## src/rtl/alu_pkg.sv

```systemverilog
// rtl/alu_pkg.sv - shared op codes, register selectors, control-word fields and flag positions
package alu_pkg;

    localparam logic [7:0] OP_LOAD = 8'h00;
    localparam logic [7:0] OP_ADD  = 8'h01;
    localparam logic [7:0] OP_SUB  = 8'h02;
    localparam logic [7:0] OP_AND  = 8'h03;
    localparam logic [7:0] OP_OR   = 8'h04;
    localparam logic [7:0] OP_NOT  = 8'h05;
    localparam logic [7:0] OP_XOR  = 8'h06;
    localparam logic [7:0] OP_RAND = 8'h07;
    localparam logic [7:0] OP_ROR  = 8'h08;
    localparam logic [7:0] OP_MOV  = 8'hFF;

    localparam logic [3:0] REG_A   = 4'h0;
    localparam logic [3:0] REG_B   = 4'h1;
    localparam logic [3:0] REG_C   = 4'h2;
    localparam logic [3:0] REG_D   = 4'h3;
    localparam logic [3:0] REG_E   = 4'h4;
    localparam logic [3:0] REG_F   = 4'h5;
    localparam logic [3:0] REG_SS  = 4'h6;
    localparam logic [3:0] REG_SP  = 4'h7;
    localparam logic [3:0] SEL_IMM = 4'hF;

    localparam int CW_DIR      = 18;
    localparam int CW_EN       = 17;
    localparam int CW_IMM      = 16;
    localparam int CW_SEL1_LSB = 12;
    localparam int CW_SEL2_LSB = 8;
    localparam int CW_OP_LSB   = 0;

    localparam int FLAG_Z = 0;
    localparam int FLAG_C = 1;
    localparam int FLAG_V = 2;
    localparam int FLAG_N = 3;

    // Ops that never look at the second operand leave sel2 unchecked.
    function automatic logic op_uses_b(input logic [7:0] op);
        return !(op == OP_LOAD || op == OP_NOT || op == OP_RAND);
    endfunction

endpackage

```

## src/rtl/alu_core.sv

```systemverilog
// rtl/alu_core.sv - combinational ALU: result, next flags and undefined-op detection
module alu_core
    import alu_pkg::*;
#(
    parameter int DW = 16
) (
    input  logic [DW-1:0] a,
    input  logic [DW-1:0] b,
    input  logic [DW-1:0] d,
    input  logic [DW-1:0] lfsr,
    input  logic [7:0]    op,
    input  logic [3:0]    flags_in,
    output logic [DW-1:0] result,
    output logic [3:0]    flags_out,
    output logic          illegal
);

    localparam int SW = $clog2(DW) + 1;

    logic [DW:0]   sum_ext;
    logic [DW-1:0] diff;
    logic [DW-1:0] rot;
    logic [SW-1:0] sh;
    logic          c;
    logic          v;
    logic          upd_zn;

    assign sum_ext = {1'b0, a} + {1'b0, b};
    assign diff    = a - b;
    assign sh      = SW'(b[3:0]);
    assign rot     = (a >> sh) | (a << (SW'(DW) - sh));

    always_comb begin
        result  = '0;
        illegal = 1'b0;
        upd_zn  = 1'b1;
        c       = flags_in[FLAG_C];
        v       = flags_in[FLAG_V];
        case (op)
            OP_LOAD: begin result = d; upd_zn = 1'b0; end
            OP_ADD: begin
                result = sum_ext[DW-1:0];
                c      = sum_ext[DW];
                v      = (a[DW-1] == b[DW-1]) && (result[DW-1] != a[DW-1]);
            end
            OP_SUB: begin
                result = diff;
                c      = (a < b);
                v      = (a[DW-1] != b[DW-1]) && (diff[DW-1] != a[DW-1]);
            end
            OP_AND:  begin result = a & b; c = 1'b0; v = 1'b0; end
            OP_OR:   begin result = a | b; c = 1'b0; v = 1'b0; end
            OP_XOR:  begin result = a ^ b; c = 1'b0; v = 1'b0; end
            OP_NOT:  result = ~a;
            OP_RAND: result = lfsr;
            OP_ROR: begin
                result = rot;
                // The last bit rotated out lands in the MSB of the result.
                c      = (sh != '0) ? rot[DW-1] : 1'b0;
            end
            OP_MOV:  begin result = b; upd_zn = 1'b0; end
            default: begin illegal = 1'b1; upd_zn = 1'b0; end
        endcase
        flags_out         = flags_in;
        flags_out[FLAG_C] = c;
        flags_out[FLAG_V] = v;
        if (upd_zn) begin
            flags_out[FLAG_N] = result[DW-1];
            flags_out[FLAG_Z] = (result == '0);
        end
    end

endmodule

```

## src/rtl/alu_regfile.sv

```systemverilog
// rtl/alu_regfile.sv - execution stage: register file, flags, LFSR, read-out and accept logic
module alu_regfile
    import alu_pkg::*;
#(
    parameter int          DW        = 16,
    parameter logic [15:0] LFSR_SEED = 16'hACE1
) (
    input  logic          clk,
    input  logic          rst,
    input  logic [18:0]   i_alu_control_code,
    input  logic          i_hold,
    input  logic [DW-1:0] i_data,
    output logic [DW-1:0] o_data,
    output logic          o_data_valid,
    output logic [3:0]    o_flags,
    output logic [DW-1:0] o_sp,
    output logic          o_err
);

    logic [DW-1:0] regs [8];
    logic [15:0]   lfsr;
    logic          lfsr_fb;

    logic          dir;
    logic          imm;
    logic [3:0]    sel1;
    logic [3:0]    sel2;
    logic [7:0]    op;
    logic          accept;
    logic [DW-1:0] opa;
    logic [DW-1:0] opb;
    logic [DW-1:0] result;
    logic [3:0]    flags_next;
    logic          op_illegal;
    logic          bad_read;
    logic          bad_write;

    assign dir    = i_alu_control_code[CW_DIR];
    assign imm    = i_alu_control_code[CW_IMM];
    assign sel1   = i_alu_control_code[CW_SEL1_LSB +: 4];
    assign sel2   = i_alu_control_code[CW_SEL2_LSB +: 4];
    assign op     = i_alu_control_code[CW_OP_LSB +: 8];
    assign accept = i_alu_control_code[CW_EN] && !i_hold;

    assign opa = regs[sel1[2:0]];
    assign opb = (imm || sel2 == SEL_IMM) ? i_data : regs[sel2[2:0]];

    // Reads accept SEL_IMM as a pass-through; writes need a real destination.
    assign bad_read  = sel1[3] && (sel1 != SEL_IMM);
    assign bad_write = sel1[3] || op_illegal
                    || (op_uses_b(op) && sel2[3] && (sel2 != SEL_IMM));

    assign lfsr_fb = lfsr[0] ^ lfsr[2] ^ lfsr[3] ^ lfsr[5];
    assign o_sp    = regs[REG_SP[2:0]];

    alu_core #(.DW(DW)) u_core (
        .a         (opa),
        .b         (opb),
        .d         (i_data),
        .lfsr      (DW'(lfsr)),
        .op        (op),
        .flags_in  (o_flags),
        .result    (result),
        .flags_out (flags_next),
        .illegal   (op_illegal)
    );

    always_ff @(posedge clk) begin
        if (rst) begin
            for (int i = 0; i < 8; i++) regs[i] <= '0;
            o_flags      <= '0;
            o_data       <= '0;
            o_data_valid <= 1'b0;
            o_err        <= 1'b0;
            lfsr         <= LFSR_SEED;
        end else begin
            lfsr         <= {lfsr_fb, lfsr[15:1]};
            o_data_valid <= 1'b0;
            o_err        <= 1'b0;
            if (accept) begin
                if (dir) begin
                    if (bad_read) begin
                        o_err <= 1'b1;
                    end else begin
                        o_data       <= (sel1 == SEL_IMM) ? i_data : opa;
                        o_data_valid <= 1'b1;
                    end
                end else if (bad_write) begin
                    o_err <= 1'b1;
                end else begin
                    regs[sel1[2:0]] <= result;
                    o_flags         <= flags_next;
                end
            end
        end
    end

endmodule

```

## config.mk

```make
export PLATFORM = sky130hd
export DESIGN_NAME = alu_regfile
export DESIGN_NICKNAME = d
export VERILOG_FILES = /design/src/rtl/alu_pkg.sv /design/src/rtl/alu_core.sv /design/src/rtl/alu_regfile.sv
export SDC_FILE = /design/constraint.sdc
export NUM_CORES = 1
export LEC_CHECK = 0
export CORE_ASPECT_RATIO = 0.5
export CORE_MARGIN = 2
export CORE_UTILIZATION = 50
export CTS_CLUSTER_DIAMETER = 120
export DETAILED_ROUTE_END_ITERATION = 8
export GPL_TIMING_DRIVEN = 0
export HOLD_SLACK_MARGIN = 0.12
export PLACE_DENSITY_LB_ADDON = 0.3
export SLEW_MARGIN = 20
export SYNTH_ARGS = -nofsm -noshare
export SYNTH_HDL_FRONTEND = slang
export SYNTH_SLANG_ARGS = --single-unit
```

## constraint.sdc

```tcl
create_clock -name clk -period 5.9 [get_ports clk]
set_clock_uncertainty 0.2 [all_clocks]
set_input_delay 1.18 -clock clk [delete_from_list [all_inputs] [get_ports clk]]
set_output_delay 1.18 -clock clk [all_outputs]
set_load 0.005 [all_outputs]
```

---- Yosys cells after proc, flatten, opt, wreduce, memory -nomap -nowiden ----
Memory sizes are Yosys's and may differ from the RTL's.
Cells that the tools add are included.
storage, ports and cells
  memory bits (writable) .................. 128
  logic and storage cells ................. 93
  memories ................................ 1
  register bits after elaboration ......... 38
  output and inout port bits .............. 38
  input bits .............................. 38
cells by class
  $lt $le $gt $ge ......................... 1
  $add $sub $neg .......................... 3
  shifts and indexed selects .............. 2
  reductions and logical operators ........ 28
  muxes and demuxes ....................... 22
  eq/ne operators ......................... 17
  bitwise operators ....................... 12
memories
  memory  words  bits a word  read ports  clocked after Yosys merged registers in  wr ports  line               text
  regs    8      16           3           0                                        8         alu_regfile.sv:20  logic [DW-1:0] regs [8];
operator list
  kind                  count
  $pmux W16 S10         1
  $mux W16              3
  $eq A8 B3 Y1 const B  4
  $or A16 B16 Y16       2
  $add A16 B16 Y17      1
  $and A16 B16 Y16      1
  $eq A8 B2 Y1 const B  2
  $logic_not A16 Y1     1
  $lt A16 B16 Y1        1
  $not A16 Y16          1
  $reduce_or A16 Y1     1
  $shl A16 B5 Y16       1
  $shr A16 B4 Y16       1
  $sub A16 B16 Y16      1
  $xor A16 B16 Y16      1
  $mux W1               15
  $reduce_and A4 Y1     3
  $reduce_or A10 Y1     1
  $eq A4 B4 Y1 const B  2
  $eq A8 B1 Y1 const B  1
  $eq A8 B4 Y1 const B  1
  $eq A8 B8 Y1 const B  1
  $logic_not A8 Y1      1
  $ne A4 B4 Y1 const B  2
  other kinds (18)      36

---- Logic depth before layout (Yosys ltp) ----
  word-level depth ........................ 14
  depth in mapped cells ................... 25
  gate-level depth less buffers ........... 18

---- By module ----
From an unflattened synthesis, not the netlist that was laid out.
unflattened totals
  cells, all modules ...................... 1382
  area, all modules ....................... 13384.1 sq um
by module, submodules not included
  module       seq. area each (sq um)  cells an instance  instances  area an instance (sq um)
  alu_regfile  4604.4                  711                1          8389.3
  alu_core     0.0                     671                1          4994.8

---- Worst setup path after synthesis ----
Ideal clock, no wire load.
  path type ............................... input to register
  start point ............................. input port i_alu_control_code[10]
  end point ............................... register o_flags[0]
  library setup time ...................... 0.060 ns
  cell stages on the path ................. 23
  arrival ................................. 5.791 ns
  path buffers ............................ 5
  data required time ...................... 5.640 ns
  slack ................................... -0.151 ns
  path through ............................ buf_2 and2b_1 a22o_1 o31a_1 buf_2 inv_6 buf_6 buf_6 buf_2 ha_1 inv_1 ha_1 nor2_1 o31ai_1 a211o_1 a2111oi_1 nor4_1 a211o_1 and3_1 a311oi_2 and3_1 and4_1 a31o_1
between the ends
  longest elaborated chain between the ends .. 8
  elaborated cells between the ends (all ways) .. 20
  classes of those cells .................. 3 x add/sub; 2 x eq/ne; 2 x shift; 2 x mux; 5 x bitwise; 5 x reduce/logical; 1 x memory
ends and longest elaborated chain
  item                                                    line               text
  start, declared                                         alu_regfile.sv:10  input logic [18:0] i_alu_control_code,
  branches (longest 8 deep; another with $mem_v2 Z8 W16)  --
  end signal, assigned                                    alu_regfile.sv:92  o_flags <= flags_next;
  end, declared                                           alu_regfile.sv:15  output logic [3:0] o_flags,
Parallel ways; which one is timed is not known.
A chain may end at the register's enable or synchronous reset.

==> summary.txt <==
Status
  • Status: finished with violations
  • Failing checks: DRC

Timing
  • Final period util: 0.998
  • Pins Over Slew Limit: 0
  • Tmin final: 5.89 ns
  • Setup tns final: 0 ns
  • Relative slew slack: 0.196
  • Max frequency: 0.170 GHz
  • Setup ws final: 0.0104 ns
  • Slew @ Worst Pin: 1.20 ns
  • Setup repair after global routing missed its margin: true
  • Fin Hold WS: 0.249 ns
  • Finish-stage setup viols: 0
  • Final Hold Fails: 0

Synth
  • Async set or reset register ratio after synthesis: 0
  • Mapped cell area: 0.0131 sq mm
  • Synth Register Bits: 166
  • Synth unique cells: 102
  • Post-synth EDFFs: 128
  • Yosys warnings: 0
  • Register area share after synthesis: 0.352
  • Synth Flop Type: edfxtp_1
  • Syn nets: 1464
  • Mapped Avg Cell Area: 9.51 sq um
  • Syn Inst Count: 1374

Cells and area
  • Fillers: 2125
  • Share of layout cells above drive strength 1: 0.197
  • Finished Layout Cells: 1847
  • Final net count: 1576
  • Footprint of the multi-input gates: 0.00827 sq mm
  • Final Core Density: 0.617
  • Sequential cell area: 0.00460 sq mm
  • Area delta synth->final: 20.1%

Hold path
  • WHS Endpoint: lfsr[6]
  • Hold_sp: lfsr[7]
  • Worst Hold Depth: 1
  • Worst hold path type: flop to flop

Clock network
  • Worst-Skew Late Latency: 0.46 ns
  • CTS clk-pin slew, worst paths: 0.07 ns
  • CTS tree: yes
  • Sinks on Clock Net: 166
  • CTS root buf: clkbuf_16
  • CTS Buf Count: 17
  • Max clock buf depth: 2
  • Htree depth: 4

Detailed routing
  • Pre-antenna DRT Iters: 8
  • ANT nets after route: 0
  • Vias per cell: 7.18
  • DR WL/cell: 31.9 um
  • Routed Wire Length: 58.9 mm
  • DRT iter0 DRCs: 2649
  • Vias after detailed routing: 13.3k
  • DRC: 4

Power
  • Comb power frac: 0.344
  • Sw Share: 0.377
  • Int Power: 2.37 mW
  • Sw Pwr: 1.44 mW
  • Clock power share: 0.310
  • Leakage: 5.75 nW
  • Reg power frac: 0.347
  • Power density cells: 243 mW/mm^2
  • Max IR drop VDD: 0.220 mV

Placement
  • Pre-CTS WS: -2.34 ns
  • Port bufs: 71
  • Placed Cells: 1791
  • RePlAce Congestion: 1.00
  • Post-DP HPWL: 43.4 mm

Global routing
  • Initial antenna violation count: 3
  • All-Layer GR Usage: 0.424
  • First-pass GRT wire length: 83.9 mm
  • Largest net degree at the start of global routing: 20
  • Grt total ovfl: 0
  • Number of global-route vias before repair: 12.3k

Floorplanning
  • Core Area: 0.0254 sq mm
  • Die height: 118 um
  • Die W: 233 um
  • Die area: 0.0275 sq mm
  • I/O pins: 76
  • Starting density of the core: 0.514
  • Core Rows: 41

Setup path
  • CP startpoint kind: input port
  • Critical Setup Path Class: input port to flop
  • Worst Path Max Fanout: 11
  • CP Capture Type: flop
  • Req. time, crit path: 5.88 ns
  • R2R cell count: 17
  • Reg2reg setup slack: 0.89 ns
  • R2r endpoint: regs[0][15]
  • Worst r2r src: regs[7][2]
  • WP data arrival: 5.87 ns

Flow run
  • Max Cap Viol: 0
[worst max path at each step]
| stage | to | startpoint | slack, ns | cells past startpoint |
|---|---|---|---|---|
| after floorplan | o_flags[0] | i_alu_control_code[10] | 0.007 | 23 |
| final | regs[0][15] | i_alu_control_code[16] | 0.01 | 19 |
| after detailed placement | regs[0][15] | i_alu_control_code[9] | -2.34 | 17 |
| after CTS | o_flags[0] | i_alu_control_code[11] | 0.00004 | 18 |
| after global routing | o_flags[0] | i_alu_control_code[9] | -0.06 | 25 |
| after global placement | o_flags[0] | i_alu_control_code[9] | -2.26 | 21 |
[flip-flops by register name, indices dropped and copies added (netlist names)]
signal,flops
o_data_valid,1
regs,128
o_err,1
o_flags,4
lfsr,16
o_data,16
[layout by cell type, fill, tap and decap left out, drive strengths merged, types with 8 or more instances in the layout]
master and instances:
a211oi 35, a21oi 81, a221oi 29, a22o 11, a22oi 9, a31oi 12, and2 10, and3 11
buf 73, clkbuf 67, clkdlybuf4s50 67, clkinv 9, dfxtp 38, edfxtp 128, ha 51, inv 61
mux2 20, mux2i 90, mux4 41, nand2 66, nand2b 20, nand3 9, nor2 243, nor2b 17
nor3 33, nor4 11, o211ai 9, o21ai 48, o221ai 14, o22ai 22, o31ai 9, or2 12
or3 8, xnor2 12
[timing repair]
action	4_1_cts	5_1_grt
setup endpoints to repair	132	168
hold buffers	0	0
pin swaps	12	15
resized for setup	84	77
buffers inserted	16	11
cloned	0	0
[area by class of cell]
type | count | share of cell area
diodes | 4 | 0.000638
inverters | 56 | 0.0139
plain buffers | 93 | 0.0360
clock buffers | 17 | 0.0271
clock inverters | 15 | 0.0116
flip-flops and latches | 166 | 0.293
multi-input cells | 1051 | 0.527
well taps | 344 | 0.0274
repair buffers | 101 | 0.0631
[cell families after synthesis]
group	synth area share
AND/OR/NAND/NOR	0.167
AO/OA/AOI/OAI	0.206
flip-flops	0.352
buffers and inverters	0.0548
multiplexers	0.159
adder cells (fa/ha/maj)	0.0504
XOR/XNOR	0.0106
[per-stage QoR]
step	cell area [sq um]	power, mW
floorplan	13100	2.06
global placement	14200	2.44
detailed placement	14200	2.45
CTS	15300	3.68
global route	15700	3.89
finish	15700	3.81
[cells in the mapped netlist, types with 27 or more instances]
library cell / n / share of area
nor2_1: 242 / 0.070
nor3_1: 30 / 0.011
inv_1: 45 / 0.013
o21ai_0: 40 / 0.015
a211oi_1: 30 / 0.017
a221oi_1: 27 / 0.018
a21oi_1: 80 / 0.031
dfxtp_1: 38 / 0.058
clkbuf_1: 56 / 0.016
edfxtp_1: 128 / 0.29
ha_1: 51 / 0.049
mux2i_1: 86 / 0.066
nand2_1: 66 / 0.019
mux4_2: 41 / 0.071
[worst max-delay path, cell delays in order]
cell and delay [ns]:
clkdlybuf4s50_1 0.45, a41o_1 0.25, buf_4 0.18, nand2_1 0.08, o31a_1 0.14, buf_2 0.27
buf_2 0.38, ha_2 0.41, a21oi_1 0.36, o21a_1 0.17, nor2_1 0.09, o41ai_4 0.40
a31oi_2 0.17, o31ai_2 0.34, a221o_1 0.28, xnor2_1 0.12, a221oi_4 0.32, buf_12 0.18
nor2_1 0.06
[per-layer routing]
layer	share of wire	vias up	global-route usage
li1	-	5429	-
met1	0.39	6464	0.584
met2	0.42	1157	0.611
met3	0.16	216	0.161
met4	0.038	4	0.127
met5	0.0025	-	0.0404
[power groups by stage]
| stage | logic [mW] | registers, mW | clock network, mW |
|---|---|---|---|
| after global routing | 1.36 | 1.32 | 1.21 |
| final | 1.31 | 1.32 | 1.18 |
| after global placement | 1.10 | 1.34 | 0 |
| after CTS | 1.19 | 1.32 | 1.16 |
| after detailed placement | 1.11 | 1.34 | 0 |
| after floorplan | 0.727 | 1.33 | 0 |
No activity file was read; power rests on OpenSTA's default activity.
==> RTL edit (same flow settings) <==
Make the reset (`rst`) asynchronous in one clocked block.
--- a/src/rtl/alu_regfile.sv
+++ b/src/rtl/alu_regfile.sv
@@ -65,7 +65,7 @@
         .illegal   (op_illegal)
     );
 
-    always_ff @(posedge clk) begin
+    always_ff @(posedge clk or posedge rst) begin
         if (rst) begin
             for (int i = 0; i < 8; i++) regs[i] <= '0;
             o_flags      <= '0;
Behaviour: not the same (a bounded check fails within 4 cycles, from zero or initial values and one cycle with rst high; the reset may be asserted at any time).
==> RTL edit against the original RTL <==
Routed wire length shrank 5.0%; sequential share of layout area shrank 2.9 points; count of clock-buffer cells in the layout is the same; synthesized area grew 0.44%; worst setup slack lost 6.1 ps; design area grew 0.39%; total power shrank 18%; critical endpoint is now o_flags[0]$_DFFE_PP0P_; sequential cell count is the same; clock power grew 6%.
==> RTL edit: results <==
{
  "final_layout_size_suffix_gt1_share_pct": 21.71,
  "grt_max_degree": 100,
  "synth.top_cells.by_area": "dfrtp_1, mux2_2, mux4_2, mux2i_1, ha_1",
  "detailroute.wirelength.met3_mm": 6.860,
  "cellLeakagePower_nw": 6.770,
  "synth.lib_cells_used.distinct": 96,
  "detailed_place_hpwl_mm": 40.92,
  "async_flop_share_pct": 100.0,
  "grt_use_met1_pct": 57.27,
  "synth_common_cells": "nand2_1, dfrtp_1, o21ai_0, nor2_1, mux2_2",
  "number_of_antenna_violations_at_the_first_check_in_global_routing": 1,
  "port_buffers": 69,
  "vias_per_cell": 6.982,
  "crit_path_max_incr_delay_ps": 540,
  "synth_nets": 1536,
  "dr.pass1.iters": 6,
  "global_route.usage.met2_pct": 58.86,
  "highest_layer": "met4",
  "design.final.nets": 1638,
  "routed_wirelength_mm": 55.91,
  "timing.critical_path.arrival_ps": 6070,
  "grtUsageMet3_pct": 11.29,
  "largest_register_ff_count": 112,
  "ir_drop_uv": 224.6,
  "swShare_pct": 33.69,
  "grt_first_pass_wirelength_mm": 82.17,
  "met1_wl_mm": 23.17,
  "status": "completed",
  "critical_path_peak_fanout": 19,
  "vias_in_the_first_global_route": 12600,
  "grt.total_usage_pct": 40.71,
  "gpl.final_weighted_congestion": 1.033,
  "detailroute.wirelength.met2_mm": 23.53,
  "synth-seq-area-share_pct": 31.73,
  "ys.flop_type": "dfrtp_1",
  "slew-limit-headroom_pct": 24.82,
  "ctsRootBufferMaster": "clkbuf_16",
  "cp_slowest_cell": "or4_4"
}
==> RTL edit: cell types whose count changed after synthesis, sizes merged, moves of 38 or more <==
cell,unedited run,this run
dfrtp,0,158
edfxtp,128,0
o21ai,48,138
mux2,20,81
dfxtp,38,0
nor2,243,94
nand2,66,176
==> RTL edit: repair_timing <==
item / CTS / global route
setup buffers: 13 / 11
hold buffers: 0 / 0
gates resized for setup: 114 / 33
setup endpoints to repair: 124 / 35
pin swaps: 12 / 12
==> RTL edit: worst max-delay path, delay by kind of cell <==
family	cells	cell delay, ps
adder cells (fa/ha/maj)	2	610
AND/OR/NAND/NOR	3	900
buffers and inverters	5	860
AO/OA/AOI/OAI	10	2490
==> RTL edit: final timing paths <==
| check | startpoint | end | slack (ps) | depth (start not counted) |
|---|---|---|---|---|
| min | lfsr[6]$_DFF_PP1_ | lfsr[5]$_DFF_PP1_ | 170 | 0 |
| max reg2reg | o_sp[1]$_DFFE_PP0P_ | o_flags[0]$_DFFE_PP0P_ | 760 | 18 |
| min reg2reg | lfsr[6]$_DFF_PP1_ | lfsr[5]$_DFF_PP1_ | 170 | 0 |
| max in group asynchronous | rst | lfsr[5]$_DFF_PP1_ | 3620 | 3 |
| max | i_alu_control_code[9] | o_flags[0]$_DFFE_PP0P_ | 4 | 20 |
| min in group asynchronous | rst | regs[60]$_DFFE_PP0P_ | 1030 | 2 |
==> RTL edit: cell type report <==
type	instances	area, um^2
antenna	1	2.502
buffer	111	745.7
clock buffer	17	425.4
clock inverter	15	224.0
fill	2125	9742
inverter	58	230.2
multi-input combinational	1094	8577
sequential	166	4164
tap	344	430.4
timing repair buffer	96	954.7
==> RTL edit: through the flow <==
step | util [%] | area [um^2] | hold slack (ps) | cells | setup slack, ps
after floorplan | - | 13170 | 147.8 | 1442 | 13.38
after global placement | 56.05 | 14290 | 155.6 | 1855 | -2351
after detailed placement | 56.31 | 14360 | 159.3 | 1858 | -2424
after CTS | 60.88 | 15520 | 168.2 | 1896 | 4.269
after global routing | 61.78 | 15750 | 173.6 | 1901 | -9.423
final | 61.79 | 15750 | 167.8 | 1902 | 4.265
==> RTL edit: logic make-up after synthesis <==
| family | count (synthesis) | share of synthesized area, % |
|---|---|---|
| compound gates | 432 | 22.22 |
| mux | 191 | 19.14 |
| buf+inv | 182 | 6.358 |
| fa+ha+maj | 56 | 5.453 |
| simple gates | 399 | 14.03 |
| xor+xnor | 16 | 1.068 |
| flops | 166 | 31.73 |
==> RTL edit: power by group through the flow <==
stage                     logic, mW  registers (mW)  clock network [mW]
after CTS                     0.681            1.16                1.25
after floorplan               0.410            1.18                   0
after global routing          0.756            1.16                1.30
final                         0.721            1.16                1.25
after global placement        0.630            1.18                   0
after detailed placement      0.637            1.18                   0
